===== config.mk =====
export PLATFORM = sky130hd
export DESIGN_NAME = if_fetch
export DESIGN_NICKNAME = d
export VERILOG_FILES = /design/src/rtl/if_fetch.sv
export SDC_FILE = /design/constraint.sdc
export NUM_CORES = 1
export LEC_CHECK = 0
export ABC_AREA = 1
export CAP_MARGIN = 10
export CORE_MARGIN = 2
export CORE_UTILIZATION = 45
export DETAILED_ROUTE_END_ITERATION = 8
export PLACE_DENSITY = 0.82
export SETUP_SLACK_MARGIN = 0.3
export SYNTH_ARGS = -nofsm -noshare
export SYNTH_HDL_FRONTEND = slang
export SYNTH_SLANG_ARGS = --single-unit

===== constraint.sdc =====
create_clock -name clk -period 1.79 [get_ports clk]
set_clock_uncertainty 0.15 [all_clocks]
set_input_delay 0.358 -clock clk [delete_from_list [all_inputs] [get_ports clk]]
set_output_delay 0.358 -clock clk [all_outputs]
set_load 0.01 [all_outputs]

===== src/rtl/if_fetch.sv =====
// ============================================================================
// if_fetch -- instruction fetch stage with optional one-entry skid buffer
//
// Issues one instruction-bus request per cycle at the current PC and loads
// the returned word into the IF/ID register.  Redirects (flush, taken branch)
// replace the PC and insert a bubble.  A stall freezes the PC and the IF/ID
// register.
//
// Configuration macro:
//   IF_SKID_BUF_EN  defined   : a word that returns while stalled is kept in
//                               a skid buffer (state S_HOLD) and delivered
//                               on stall release without a re-fetch.
//                   undefined : no buffer; bus_req drops while stalled and
//                               the same PC is fetched again afterwards.
//
// Parameters:
//   RESET_VECTOR  word address of the first fetch after reset
//
// Ports:
//   clk          clock, all state updates on the rising edge
//   rst          asynchronous active-low reset
//   stall        hold PC and IF/ID register
//   flush        redirect to new_pc (highest priority, overrides stall)
//   new_pc       redirect word address
//   br_taken     taken branch resolved in ID
//   br_addr      branch target word address
//   bus_req      instruction bus request (combinational)
//   bus_addr     instruction word address, always equal to the PC
//   bus_rdy_     active-low bus ready, bus_rd_data valid when low
//   bus_rd_data  fetched instruction word
//   if_pc        PC of the instruction held in IF/ID
//   if_insn      instruction held in IF/ID (NOP = 0 for bubbles)
//   if_en        IF/ID contents valid
//   busy         request outstanding and the bus is not ready
// ============================================================================
module if_fetch #(
    parameter logic [29:0] RESET_VECTOR = 30'h0
) (
    input  logic        clk,
    input  logic        rst,
    input  logic        stall,
    input  logic        flush,
    input  logic [29:0] new_pc,
    input  logic        br_taken,
    input  logic [29:0] br_addr,
    output logic        bus_req,
    output logic [29:0] bus_addr,
    input  logic        bus_rdy_,
    input  logic [31:0] bus_rd_data,
    output logic [29:0] if_pc,
    output logic [31:0] if_insn,
    output logic        if_en,
    output logic        busy
);

    localparam logic [31:0] NOP = 32'h0;

    logic [29:0] pc_reg,      pc_next;
    logic [29:0] if_pc_reg,   if_pc_next;
    logic [31:0] if_insn_reg, if_insn_next;
    logic        if_en_reg,   if_en_next;

`ifdef IF_SKID_BUF_EN
    typedef enum logic {
        S_REQ  = 1'b0,   // requesting at pc
        S_HOLD = 1'b1    // word for pc parked in buf_reg, no request
    } state_t;

    state_t      state_reg, state_next;
    logic [31:0] buf_reg,   buf_next;
`endif

    // ------------------------------------------------------------------
    // Bus side outputs.  Reset forces bus_req low even though the state
    // already reads S_REQ, so nothing is requested until release.
    // ------------------------------------------------------------------
`ifdef IF_SKID_BUF_EN
    assign bus_req = rst & (state_reg == S_REQ);
`else
    // Without a buffer a word returned under stall would be lost, so the
    // request is simply withdrawn until the stall clears.
    assign bus_req = rst & ~stall;
`endif
    assign bus_addr = pc_reg;
    assign busy     = bus_req & bus_rdy_;

    assign if_pc   = if_pc_reg;
    assign if_insn = if_insn_reg;
    assign if_en   = if_en_reg;

    // ------------------------------------------------------------------
    // State register
    // ------------------------------------------------------------------
    always_ff @(posedge clk or negedge rst) begin
        if (!rst) begin
            pc_reg      <= RESET_VECTOR;
            if_pc_reg   <= '0;
            if_insn_reg <= NOP;
            if_en_reg   <= 1'b0;
`ifdef IF_SKID_BUF_EN
            state_reg   <= S_REQ;
            buf_reg     <= '0;
`endif
        end else begin
            pc_reg      <= pc_next;
            if_pc_reg   <= if_pc_next;
            if_insn_reg <= if_insn_next;
            if_en_reg   <= if_en_next;
`ifdef IF_SKID_BUF_EN
            state_reg   <= state_next;
            buf_reg     <= buf_next;
`endif
        end
    end

    // ------------------------------------------------------------------
    // Next-state logic, priority: flush > stall > branch > completion.
    // ------------------------------------------------------------------
    always_comb begin
        pc_next      = pc_reg;
        if_pc_next   = if_pc_reg;
        if_insn_next = if_insn_reg;
        if_en_next   = if_en_reg;
`ifdef IF_SKID_BUF_EN
        state_next   = state_reg;
        buf_next     = buf_reg;
`endif

        if (flush) begin
            // Redirect wins even over stall; any returning word is dropped.
            pc_next      = new_pc;
            if_pc_next   = '0;
            if_insn_next = NOP;
            if_en_next   = 1'b0;
`ifdef IF_SKID_BUF_EN
            buf_next     = '0;
            state_next   = S_REQ;
`endif
        end else if (stall) begin
`ifdef IF_SKID_BUF_EN
            // Park a word that completes under stall; pc stays on it so the
            // buffered word and pc remain paired.
            if (state_reg == S_REQ && !bus_rdy_) begin
                buf_next   = bus_rd_data;
                state_next = S_HOLD;
            end
`endif
        end else if (br_taken) begin
            pc_next      = br_addr;
            if_pc_next   = '0;
            if_insn_next = NOP;
            if_en_next   = 1'b0;
`ifdef IF_SKID_BUF_EN
            buf_next     = '0;
            state_next   = S_REQ;
`endif
`ifdef IF_SKID_BUF_EN
        end else if (state_reg == S_HOLD) begin
            if_pc_next   = pc_reg;
            if_insn_next = buf_reg;
            if_en_next   = 1'b1;
            pc_next      = pc_reg + 30'd1;
            state_next   = S_REQ;
`endif
        end else if (!bus_rdy_) begin
            // 30-bit add wraps naturally at the top of the address space.
            if_pc_next   = pc_reg;
            if_insn_next = bus_rd_data;
            if_en_next   = 1'b1;
            pc_next      = pc_reg + 30'd1;
        end else begin
            // Wait state: bubble into IF/ID, keep requesting the same pc.
            if_pc_next   = '0;
            if_insn_next = NOP;
            if_en_next   = 1'b0;
        end
    end

endmodule


==> impl_metrics.py <==
metrics = {
    "worst_hold_path": {
        "min_from": "bus_addr[25]",
        "hold_class": "reg2reg",
    },
    "finish": {
        "diodes": 0,
        "fin_util_pct": 75.11,
        "fin_cells": 1105,
        "syn2layout_area_growth_pct": 61.58,
        "drive_gt1_share_pct": 31.81,
        "largest_reg_flops": 32,
        "final_nets": 1059,
    },
    "worst_setup_path": {
        "crit_path_max_incr_delay_ns": 0.41,
        "crit_path_end_kind": "register",
        "cp.arrival_ns": 1.91,
        "crit_family": "simple AND/OR/NAND/NOR gates",
        "crit_start": "bus_addr[0]",
        "required_ns": 1.92,
        "r2r-start": "bus_addr[0]",
        "crit_top_cell": "nand2_1",
        "start_kind": "register",
        "critPathBufInv": 2,
        "path_max_fanout": 7,
        "crit_chain": "buf_4 > inv_2 > nor2_8 > nand2_4 > nor2_4 > nand2_1 > nand2_1 > nand3_2 > nand2_1 > nand2_1 > nand2_1",
        "critPathKind": "reg2reg",
        "cp_slowest_cell": "dfrtp_1",
    },
    "timing": {
        "drv_slew": 0,
        "hold_viol_final": 0,
        "setup_tns_ns": 0,
        "post-route-period-util_pct": 99.41,
        "finalSetupViolCount": 0,
        "rsz0062_at_grt": "true",
        "tightestPinTransition_ns": 0.5097,
        "relSlewSlack_pct": 66.02,
        "fin_crit_ns": 1.779,
        "timing.fmax_mhz": 562.0,
        "timing.final.ws_setup_ns": 0.01057,
    },
    "global_route": {
        "antenna_found_initial": 0,
        "track_usage_pct": 31.00,
        "grt-ovfl-total": 0,
        "grt_pass1_vias": 5615,
        "grt_max_degree": 94,
        "grt_first_pass_wirelength_um": 28480,
    },
    "placement": {
        "globalplace.congestion": 0.8699,
        "dp_hpwl_um": 12810,
        "numPortBuffers": 192,
        "pre_cts_slack_ns": -0.3223,
        "dp_cells": 1021,
    },
    "die": {
        "start_util_pct": 46.49,
        "coreArea_um2": 10940,
        "io-pin-count": 193,
        "die_w_um": 110.3,
        "die_h_um": 110.3,
        "row_count": 38,
        "dieArea_um2": 12160,
    },
    "logic_synthesis": {
        "ys_seq_elements": 93,
        "synth_area_per_cell_um2": 7.304,
        "synth.distinct_cells": 33,
        "yosysSeqAreaShare_pct": 45.78,
        "syn-cell-area_um2": 5084,
        "syn-instance-count": 696,
        "syn-num-nets": 795,
        "yosysTopAreaCell": "dfrtp_1",
        "synth_area_leaders": "dfrtp_1, nand2_1, nand3_1, nor2_1, o21ai_0",
        "yosysWarnings": 0,
        "synth_top_area_share_pct": 45.78,
    },
    "clocking": {
        "clk_latency_ns": 0.35,
        "cts_sinks": 93,
        "clk_path_buf_depth": 2,
        "cts-buffers-inserted": 9,
        "cts_tree": "built",
        "h-tree-depth": 3,
        "root_buffer": "clkbuf_16",
        "clk_pin_slew_ns": 0.08,
    },
    "routing": {
        "drt_iter0_drc": 753,
        "route.detailed.drc": 0,
        "vias_per_cell": 5.704,
        "wire_per_inst_um": 18.28,
        "postRouteAntennaNets": 0,
        "vias": 6303,
        "routed_wl_um": 20190,
        "drt-pass1-iter-count": 6,
    },
    "status": {
        "outcome": "completed",
    },
    "flow_run": {
        "max_cap_viol_count": 0,
    },
    "power_and_ir_drop": {
        "power.leakage_nw": 4.103,
        "ir_drop_mv": 0.4231,
        "power.density_nw_per_um2": 751.0,
    },
}
## cell usage after synthesis
| master | number |
|---|---|
| o22ai_1 | 3 |
| xor2_1 | 6 |
| clkbuf_8 | 2 |
| a21boi_0 | 1 |
| buf_6 | 1 |
| nor3b_1 | 1 |
| a31oi_1 | 2 |
| nand2_1 | 189 |
| nor2_1 | 92 |
| nand2_4 | 2 |
| a221oi_1 | 1 |
| a21oi_1 | 25 |
| xnor2_1 | 1 |
| o21ai_0 | 43 |
| ha_1 | 1 |
| inv_2 | 1 |
| a211oi_1 | 1 |
| a22oi_1 | 5 |
| nor2_2 | 2 |
| inv_1 | 34 |
| nand4_1 | 2 |
| dlygate4sd1_1 | 1 |
| nand3_4 | 1 |
| clkbuf_1 | 25 |
| o21ai_1 | 3 |
| nor2_4 | 5 |
| buf_1 | 4 |
| nand2_2 | 3 |
| nand3_1 | 136 |
| dfrtp_1 | 93 |
| nor2_8 | 1 |
| buf_2 | 8 |
| clkinv_1 | 1 |
## stage by stage
step,instance area (um^2),power (mW),hold slack (ns)
detailed placement,7337,3.859,0.3240
finish,8214,6.169,0.3539
global placement,7337,3.833,0.3146
floorplan,5102,3.025,-0.08759
global route,8214,6.400,0.3774
CTS,8145,5.910,0.3568
## power by group
part | leakage [nW] | internal (mW) | switching, mW | total (mW)
registers | 1.21 | 2.25 | 0.117 | 2.36
clock network | 0.129 | 0.953 | 0.872 | 1.83
logic | 2.77 | 0.931 | 1.05 | 1.98
## what timing repair did
item / 4_1_cts / 5_1_grt
pin swaps: 19 / 46
hold buffers: 1 / 0
hold endpoints to repair: 93 / 0
gates resized for setup: 326 / 151
setup buffers: 47 / 18
cloned: 2 / 0
setup endpoints to repair: 166 / 109
## worst paths after layout
kind	endpoint	slack [ns]	cells after the start
max in group asynchronous	bus_addr[27]	0.56	3
setup reg to reg	bus_addr[29]	0.01	11
hold reg to reg	bus_addr[25]	0.35	2
min in group asynchronous	if_insn[31]	0.51	3
setup / recovery	bus_addr[29]	0.01	11
hold / removal	bus_addr[25]	0.35	2
## cell usage in the layout (no fill, tap or decap), drive strengths merged
| master | instances |
|---|---|
| nand3 | 137 |
| clkbuf | 57 |
| nand4 | 2 |
| ha | 1 |
| a22oi | 5 |
| buf | 143 |
| dlygate4sd3 | 1 |
| dlymetal6s2s | 1 |
| a21oi | 25 |
| clkdlybuf4s15 | 5 |
| clkinvlp | 2 |
| nand2 | 195 |
| clkdlybuf4s50 | 92 |
| clkinv | 3 |
| nor2 | 100 |
| inv | 38 |
| xnor2 | 1 |
| o21ai | 46 |
| dlygate4sd2 | 3 |
| dfrtp | 93 |
| a21boi | 1 |
| o22ai | 3 |
| a221oi | 1 |
| xor2 | 6 |
| a211oi | 1 |
| a31oi | 2 |
| nor3b | 1 |
## kinds of logic (layout without fill, tap and decap cells)
logic type	after synthesis	count (layout)	synth area share (%)
flip-flops	93	93	45.78
buffers and inverters	77	345	6.522
XOR/XNOR	7	7	1.206
AO/OA/AOI/OAI	84	84	8.811
adder cells (fa/ha/maj)	1	1	0.2461
AND/OR/NAND/NOR	434	435	37.44
## worst register-to-register path: cells and delay by family, from the launching register on
family	cells	cell delay, ns
buffers and inverters	2	0.23
DFF	1	0.41
and+or+nand+nor	9	0.92
## cell type report
type                            count  area, um^2
Timing Repair Buffer              292        2512
Sequential cell                    93        2349
Inverter                           36       142.6
Multi-Input combinational cell    527        2756
Timing Repair inverter              1       3.754
Fill cell                         807        2721
Clock inverter                      6       46.29
Clock buffer                       10       229.0
Tap cell                          140       175.2
## routing by layer
metal / part of all wire, % / GRT usage [%]
met4: 4.1 / 11.07
met2: 47 / 51.53
met3: 11 / 7.055
met1: 38 / 39.77
met5: 0 / 0
No activity file was read; power rests on OpenSTA's default activity.
